[src/rtl/pif_regbank.sv]
// ---------------------------------------------------------------------------
// pif_regbank
//
// Register bank that sits directly behind the wishbone/I2C slave front end.
// The front end delivers register values as a stream of narrow chunks
// (D_BITS each, NCHUNK per register, lowest chunk first). This block collects
// the low chunks into a staging buffer. When the last chunk arrives, it commits
// the whole register in one step, so fabric logic never sees a half-written
// control word.
//
// Reads are served from a snapshot of the addressed register. The snapshot is
// taken when the address is loaded and again each time a full read pass wraps.
// A multi-chunk status value read over I2C is therefore always coherent, even
// when the fabric keeps changing it.
//
// Ports
//   xclk       system clock
//   rst        asynchronous, active-high reset
//   i_addr     register address from the front end
//   i_addr_ld  1-cycle pulse: a new address has been received
//   i_wr       1-cycle pulse: write one chunk
//   i_wr_data  chunk payload for i_wr
//   i_wr_sub   chunk index for i_wr (last index commits the register)
//   i_rd_sub   chunk index presented on o_xo
//   i_rd_done  1-cycle pulse: the o_xo byte has been sent
//   i_stat     fabric status inputs, slice n used when register n is read-only
//   o_xo       registered read byte (chunk zero-extended to 8 bits)
//   o_ctrl     read/write register contents, slice n = register n
//   o_commit   1-cycle pulse per register, the cycle after it was updated
//   o_err      sticky error: commit to a read-only/unimplemented register or
//              an illegal chunk index; cleared by the next address load
// ---------------------------------------------------------------------------
module pif_regbank #(
  parameter int              XA_BITS  = 4,
  parameter int              SUB_BITS = 2,
  parameter int              NCHUNK   = 4,
  parameter int              D_BITS   = 6,
  parameter int              NREG     = 8,
  parameter logic [NREG-1:0] RO_MASK  = 8'hF0,
  localparam int             REG_W    = D_BITS * NCHUNK
) (
  input  logic                  xclk,
  input  logic                  rst,
  input  logic [XA_BITS-1:0]    i_addr,
  input  logic                  i_addr_ld,
  input  logic                  i_wr,
  input  logic [D_BITS-1:0]     i_wr_data,
  input  logic [SUB_BITS-1:0]   i_wr_sub,
  input  logic [SUB_BITS-1:0]   i_rd_sub,
  input  logic                  i_rd_done,
  input  logic [NREG*REG_W-1:0] i_stat,
  output logic [7:0]            o_xo,
  output logic [NREG*REG_W-1:0] o_ctrl,
  output logic [NREG-1:0]       o_commit,
  output logic                  o_err
);

  // The staging buffer only holds the low chunks. The top chunk is taken
  // straight from i_wr_data on the commit cycle.
  localparam int STG_W = D_BITS * (NCHUNK - 1);

  // Architectural state
  logic [XA_BITS-1:0]    addr_q,   addr_d;
  logic [STG_W-1:0]      stg_q,    stg_d;
  logic [REG_W-1:0]      snap_q,   snap_d;
  logic [NREG*REG_W-1:0] ctrl_q,   ctrl_d;
  logic [NREG-1:0]       commit_q, commit_d;
  logic                  err_q,    err_d;
  logic [7:0]            xo_q,     xo_d;

  // Decoded helpers
  logic [NREG-1:0]       ldSel;
  logic [NREG-1:0]       curSel;
  logic [REG_W-1:0]      srcLoad;
  logic [REG_W-1:0]      srcCur;
  logic                  curRw;
  logic [NCHUNK-2:0]     wrStgSel;
  logic                  wrSubLast;
  logic                  wrSubValid;
  logic                  rdSubLast;
  logic                  unusedStat;

  // Read/write registers never look at their status slice. This reduction
  // only marks those bits as deliberately ignored.
  assign unusedStat = ^i_stat;

  // Decode the incoming address and the held address one-hot over the
  // implemented registers. An address at or beyond NREG decodes to all
  // zeros, and that is what makes it unimplemented everywhere below.
  always_comb begin
    ldSel  = '0;
    curSel = '0;
    for (int n = 0; n < NREG; n++) begin
      ldSel[n]  = (i_addr == XA_BITS'(n));
      curSel[n] = (addr_q == XA_BITS'(n));
    end
  end

  // Snapshot source for a register. Read/write registers return their current
  // control value and read-only registers return the live status slice.
  // Unimplemented addresses read as zero. srcCur reads ctrl_q, the value held
  // before any commit in this cycle. A commit and a read wrap on the same
  // register in one cycle therefore snapshot the old value.
  always_comb begin
    srcLoad = '0;
    srcCur  = '0;
    curRw   = 1'b0;
    for (int n = 0; n < NREG; n++) begin
      if (ldSel[n]) begin
        srcLoad = RO_MASK[n] ? i_stat[n*REG_W +: REG_W] : ctrl_q[n*REG_W +: REG_W];
      end
      if (curSel[n]) begin
        srcCur = RO_MASK[n] ? i_stat[n*REG_W +: REG_W] : ctrl_q[n*REG_W +: REG_W];
        curRw  = !RO_MASK[n];
      end
    end
  end

  // Classify the chunk indices. The index can be one of the staged low
  // chunks, the last (committing) chunk, or out of range, which can only
  // happen when NCHUNK < 2**SUB_BITS.
  always_comb begin
    wrStgSel   = '0;
    wrSubLast  = (i_wr_sub == SUB_BITS'(NCHUNK - 1));
    wrSubValid = wrSubLast;
    for (int c = 0; c < NCHUNK - 1; c++) begin
      wrStgSel[c] = (i_wr_sub == SUB_BITS'(c));
      wrSubValid  = wrSubValid | wrStgSel[c];
    end
    rdSubLast = (i_rd_sub == SUB_BITS'(NCHUNK - 1));
  end

  // Main next-state logic. An address load wins outright: it restarts
  // staging, clears the error flag and re-snapshots. Any write or read-done
  // arriving in the same cycle is dropped. Otherwise a write either stages a
  // low chunk or, on the last chunk, commits the whole register in one cycle.
  always_comb begin
    addr_d   = addr_q;
    stg_d    = stg_q;
    snap_d   = snap_q;
    ctrl_d   = ctrl_q;
    commit_d = '0;
    err_d    = err_q;

    if (i_addr_ld) begin
      addr_d = i_addr;
      stg_d  = '0;
      err_d  = 1'b0;
      snap_d = srcLoad;
    end else begin
      if (i_wr) begin
        if (!wrSubValid) begin
          err_d = 1'b1;
        end else if (wrSubLast) begin
          if (curRw) begin
            for (int n = 0; n < NREG; n++) begin
              if (curSel[n]) begin
                ctrl_d[n*REG_W +: REG_W] = {i_wr_data, stg_q};
                commit_d[n]              = 1'b1;
              end
            end
          end else begin
            err_d = 1'b1;
          end
        end else begin
          for (int c = 0; c < NCHUNK - 1; c++) begin
            if (wrStgSel[c]) begin
              stg_d[c*D_BITS +: D_BITS] = i_wr_data;
            end
          end
        end
      end

      // When the front end finishes the last chunk of a pass, take a fresh
      // snapshot so the next pass sees up-to-date data.
      if (i_rd_done && rdSubLast) begin
        snap_d = srcCur;
      end
    end
  end

  // Read byte: the selected snapshot chunk, zero-extended. It reads snap_q,
  // so a new snapshot or chunk index shows up one cycle later.
  always_comb begin
    xo_d = '0;
    for (int c = 0; c < NCHUNK; c++) begin
      if (i_rd_sub == SUB_BITS'(c)) begin
        xo_d = 8'(snap_q[c*D_BITS +: D_BITS]);
      end
    end
  end

  // State registers. Reset discards any partial staging and suppresses any
  // pending commit pulse.
  always_ff @(posedge xclk or posedge rst) begin
    if (rst) begin
      addr_q   <= '0;
      stg_q    <= '0;
      snap_q   <= '0;
      ctrl_q   <= '0;
      commit_q <= '0;
      err_q    <= 1'b0;
      xo_q     <= '0;
    end else begin
      addr_q   <= addr_d;
      stg_q    <= stg_d;
      snap_q   <= snap_d;
      ctrl_q   <= ctrl_d;
      commit_q <= commit_d;
      err_q    <= err_d;
      xo_q     <= xo_d;
    end
  end

  assign o_xo     = xo_q;
  assign o_ctrl   = ctrl_q;
  assign o_commit = commit_q;
  assign o_err    = err_q;

endmodule
[config.mk]
export PLATFORM = sky130hd
export DESIGN_NAME = pif_regbank
export DESIGN_NICKNAME = d
export VERILOG_FILES = /design/src/rtl/pif_regbank.sv
export SDC_FILE = /design/constraint.sdc
export NUM_CORES = 1
export LEC_CHECK = 0
export BUFFER_PORTS_ARGS = -buffer_cell sky130_fd_sc_hd__buf_2
export CAP_MARGIN = 25
export CORE_MARGIN = 1
export CORE_UTILIZATION = 46
export DETAILED_ROUTE_END_ITERATION = 7
export PLACE_DENSITY = 0.77
export SLEW_MARGIN = 30
export SYNTH_ARGS = -nofsm -noshare
export SYNTH_HDL_FRONTEND = slang
export SYNTH_SLANG_ARGS = --single-unit
[constraint.sdc]
create_clock -name xclk -period 8.7 [get_ports xclk]
set_input_delay 2.175 -clock xclk [delete_from_list [all_inputs] [get_ports xclk]]
set_output_delay 2.175 -clock xclk [all_outputs]
set_load 0.02 [all_outputs]
Yosys cells after proc, flatten, opt, wreduce, memory -nomap -nowiden
Index checks and enable logic that the tools add are counted.
Word-level totals
  flip-flop bits (word level): 255
  bits in latches: 0
  memory bits (writable): 0
  bits in read-only memories: 0
  input bits: 211
  output and inout bits: 209
  memories kept: 0
Cells by class
  add/sub/neg operators: 0
  multiply operators: 0
  div/mod/pow operators: 0
  order comparisons: 0
  eq/ne operators: 23
  shift operators: 0
  muxes and demuxes: 54
  bitwise logic cells: 4
  reductions and logical operators: 23
Operators by type and width (number)
  $mux W24: 18
  $mux W18: 4
  $mux W8: 8
  $reduce_and A6 Y1: 8
  $eq A4 B3 Y1 const B: 8
  $mux W6: 4
  $mux W1: 20
  $eq A4 B2 Y1 const B: 4
  $reduce_and A4 Y1: 3
  $reduce_bool A2 Y1: 6
  $eq A2 B2 Y1 const B: 4
  $eq A4 B1 Y1 const B: 2
  $logic_not A4 Y1: 2
  $ne A3 B3 Y1 const B: 2
  $eq A2 B1 Y1 const B: 2
  $logic_not A2 Y1: 2
  $or A1 B1 Y1: 3
  $reduce_and A3 Y1: 1
  $ne A2 B2 Y1 const B: 1
  $logic_and A1 B1 Y1: 1
  $not A1 Y1: 1

Longest topological paths before layout
  depth in word-level cells: 14
  gate-level depth with buffers: 8
  mapped depth without buffers: 5

Worst setup path before layout
No wires, ideal clock.
  path type: input port to flip-flop
  start: in i_addr[0]
  end: reg snap_q[21]
  setup time: 0.124 ns
  arrival time: 3.385 ns
  data required time: 8.576 ns
  slack: 5.191 ns
  cell stages on the path: 7
  path through: buf_6 > and2_1 > buf_6 > buf_6 > a221o_1 > and3_1 > a211o_1
Between the ends
  cells in the longest elaborated chain, start to end: 10
  elaborated cells between the ends (all ways): 17
  classes of those cells: 7 x eq/ne; 9 x mux; 1 x reduce/logical
Ends and longest elaborated chain
  start: declaration: RTL line 44  | input logic [XA_BITS-1:0] i_addr,
  $logic_not A4 Y1: RTL line 94  | ldSel[n] = (i_addr == XA_BITS'(n));
  $mux W24 (7 in series): RTL line 109  | if (ldSel[n]) begin
  $mux W24 (*): RTL line 109
  $mux W24 (*): RTL line 145  | if (i_addr_ld) begin
  end signal: assignment: RTL line 207  | snap_q <= snap_d;
  end: declaration: RTL line 65  | logic [REG_W-1:0] snap_q, snap_d;
Every way passes the cells marked *; elsewhere a longest branch is shown, timed or not.
A chain may end at the register's enable or synchronous reset.

Worst setup path after layout
  start: in i_addr[1]
  end: reg snap_q[17]
Same word-level chain as after synthesis.

==> flow_summary_export.csv <==
group,metric,value,unit
run_status,status,"complete, no violations",
place,placed_cells,1554,
detailed_routing,wirelength,38.6,mm
global_routing,grt_util_all_layers,27.7,%
setup_path,crit_fanout,43,
power_and_ir_drop,ir_drop,136,uV
setup_path,r2r_end,"o_ctrl[85]",
clock_tree,cts_max_path_buffers,3,
timing,tightest_slew,1020,ps
synthesis,synth_top_cell_by_area,"dfrtp_1",
setup_path,reg2reg_setup_slack,5560,ps
global_routing,grt_max_degree,181,
finish,fin_util,56.0,%
detailed_routing,first_iter_violations,1262,
detailed_routing,vias,9903,
global_routing,grt_use_met1,36.9,%
power_and_ir_drop,pwr-share-comb,13.8,%
floorplanning,std_cell_rows,59,
synthesis,synth_cell_types,61,
timing,setup_violations,0,
timing,max_freq,247,MHz
setup_path,cp-end-kind,"flop",
detailed_routing,vias_per_cell,6.18,
floorplanning,start_util,47.4,%
synthesis,synth_area_leaders,"dfrtp_1, mux2_2, mux4_2",
power_and_ir_drop,power,2.90,mW
detailed_routing,drt_pass1_iterations,6,
setup_path,crit_top_cell,"buf_4",
timing,hold_viol,0,
place,place.gp.congestion,0.952,
min_path,min_from,"o_ctrl[185]",
finish,drive_above_1_share,41.4,%
finish,final_cells,1602,
floorplanning,io_pins,420,
global_routing,grt_pass1_vias,9875,
synthesis,avgSynthCellArea,11.8,um^2
global_routing,grt_overflow,0,
synthesis,synth_compound_area_share,14.7,%
power_and_ir_drop,p_int,2.14,mW
synthesis,synthMuxAreaShare,21.3,%
timing,grt_setup_unrepaired,"false",
clock_tree,postCtsHoldBufs,0,
setup_path,ff2ff_path_depth,5,
setup_path,path_cells,"buf_4 -> buf_4 -> mux2_2 -> a21oi_1 -> o22ai_1 -> and3_1 -> a211o_1",
clock_tree,clkSlewWorstSetupHoldPaths,60,ps
synthesis,ys_ff_latch,253,
detailed_routing,drc,0,
min_path,hold_end,"o_ctrl[185]",
timing,period_share,46.6,%
clock_tree,cts_root_buf,"clkbuf_16",
setup_path,r2r-start,"addr_q[0]",
clock_tree,cts.repair.resized,0,
synthesis,synth-edff-count,0,
timing,post-route-min-period,4060,ps
finish,n_fill_cell,2152,
setup_path,cp-startpoint,"i_addr[1]",
place,io_buffers,321,
finish,nets,1460,
timing,tns,0,ps
clock_tree,clkLatencyLatePin,530,ps
min_path,hold_depth,0,
timing,finClkSkew,13.4,ps
global_routing,grt-busiest-layer,"met2",
place,dpl.hpwl,26.4,mm
floorplanning,core,0.0264,mm^2
setup_path,crit_required,9120,ps
timing,slew_violations,0,
floorplanning,die_area,0.0278,mm^2
detailed_routing,ant_nets,0,
clock_tree,htree_levels,1,
global_routing,grt_pass1_wl,59.3,mm
synthesis,synth_area,0.0125,mm^2
detailed_routing,wire_per_inst,24.1,um
synthesis,synth-simple-area-share,5.95,%
finish,syn_to_final_growth,18.2,%
setup_path,slowest_delay,590,ps
power_and_ir_drop,pwr-share-seq,43.9,%
power_and_ir_drop,powerDensity,197,mW/mm^2
run,maxCapViolCount,0,
synthesis,synth_top_family_by_area,"multiplexers",
synthesis,yosysTopAreaCellShare,50.7,%
setup_path,crit_type,"in2reg",
clock_tree,cts_tree,"done",
clock_tree,cts_setup_buffers,0,
synthesis,async_flop_share,100,%
timing,max_slew_margin,31.8,%
global_routing,antenna_found_initial,3,
power_and_ir_drop,cellLeakagePower,7.72,nW
setup_path,cpMaxStageDelayCell,"buf_4",
synthesis,ys_warn_count,0,
global_routing,grt_util_met2,43.4,%
synthesis,yosys_most_used_dff,"dfrtp_1",
finish,multi_input_area,0.00528,mm^2
floorplanning,chipWidth,167,um
global_routing,grtUsageMet3,6.87,%
clock_tree,numClockSinks,253,
synthesis,synth_fa_ha_area_share,0,%
power_and_ir_drop,net-switching-power,760,uW
power_and_ir_drop,power.share.clock,42.3,%
synthesis,synth_xor_xnor_area_share,0,%
min_path,hold_class,"reg2reg",
setup_path,worst-endpoint-arrival,4470,ps
power_and_ir_drop,swShare,26.2,%
synthesis,syn_inst,1060,
setup_path,critical_path.startpoint_type,"input port",
clock_tree,cts_buffers,27,
synthesis,seq_area_frac_synth,50.7,%
finish,seq_area,0.00633,mm^2
floorplanning,die_h,167,um
timing,whs,368,ps
-- cells by family after synthesis --
family / Yosys count
other cells: 1
buf+inv: 186
mux: 214
compound gates: 276
flops: 253
simple gates: 130
-- cell usage in the layout, fill, tap and decap left out, drive strengths merged, types with 11 or more instances in the layout --
| cell type | n |
|---|---|
| o21ai | 57 |
| nor2 | 35 |
| a21oi | 63 |
| mux4 | 29 |
| nor2b | 14 |
| mux2i | 65 |
| buf | 333 |
| o22ai | 22 |
| o221ai | 16 |
| dfrtp | 253 |
| mux2 | 120 |
| a221oi | 11 |
| a2bb2oi | 11 |
| clkbuf | 34 |
| a211oi | 20 |
| a22oi | 11 |
| nand2 | 30 |
| a221o | 13 |
| and3 | 12 |
-- how the worst max path moves through the flow --
stage	endpoint	slack (ps)
3_3_place_gp	o_ctrl[38]	4160
2_1_floorplan	addr_q[0]	3200
5_1_grt	snap_q[12]	4540
6_report	snap_q[17]	4640
4_1_cts	o_ctrl[85]	4680
3_5_place_dp	o_ctrl[93]	4110
-- final cells by class --
type | count | area share [%]
multi-input combinational | 626 | 35.8
tap | 335 | 2.84
inverter | 8 | 0.246
sequential | 253 | 42.9
timing repair buffer | 333 | 11.8
antenna | 1 | 0.0170
clock buffer | 34 | 4.96
clock inverter | 12 | 1.48
-- sequential cells by signal, summed over array words and instances (netlist names) --
name / flops
o_ctrl: 192
snap_q: 24
stg_q: 18
o_commit: 8
o_xo: 6
addr_q: 4
o_err: 1
-- power by group through the flow --
stage	clock, mW	sequential (mW)	combinational [mW]
2_1_floorplan	0	1.30	0.236
3_3_place_gp	0	1.29	0.382
3_5_place_dp	0	1.29	0.391
4_1_cts	1.25	1.27	0.393
5_1_grt	1.29	1.28	0.425
6_report	1.23	1.27	0.400
-- per-stage QoR --
| step | setup WS (ps) | cell area [um^2] |
|---|---|---|
| 2_1_floorplan | 3200 | 12500 |
| 3_3_place_gp | 4160 | 13800 |
| 3_5_place_dp | 4110 | 13800 |
| 4_1_cts | 4680 | 14700 |
| 5_1_grt | 4540 | 14800 |
| 6_report | 4640 | 14800 |
-- worst max-delay path: cells and delay by family --
| kind | cells | cell delay, ps |
|---|---|---|
| buffers and inverters | 2 | 1060 |
| AO/OA/AOI/OAI | 3 | 550 |
| multiplexers | 1 | 400 |
| AND/OR/NAND/NOR | 1 | 210 |
-- cell usage after synthesis (4+ instances only) --
cell type    n
o221ai_1    16
a2bb2oi_1   11
mux2i_1     65
buf_4       15
dfrtp_1    253
o211ai_1     4
a211o_1     10
mux2_1      19
o31ai_1      6
inv_1        6
o22ai_1     22
nor2b_1     14
a221oi_1    11
buf_2       36
nor2_1      34
mux2_2     101
a211oi_1    20
clkbuf_1   110
nor3_1       6
nand2b_1     5
o21ai_0     57
a21oi_1     63
and3_1      12
a21boi_0    10
buf_6       14
nand2_1     30
a22oi_1     11
mux4_2      29
o32ai_1      5
a221o_1     13
a31oi_1     10
-- per-layer routing --
| metal | vias up | wire length [um] |
|---|---|---|
| li1 | 4247 | - |
| met1 | 4800 | 15000 |
| met2 | 725 | 17600 |
| met3 | 127 | 4270 |
| met4 | 4 | 1740 |
| met5 | - | 32 |
No activity file was read; power rests on OpenSTA's default activity.
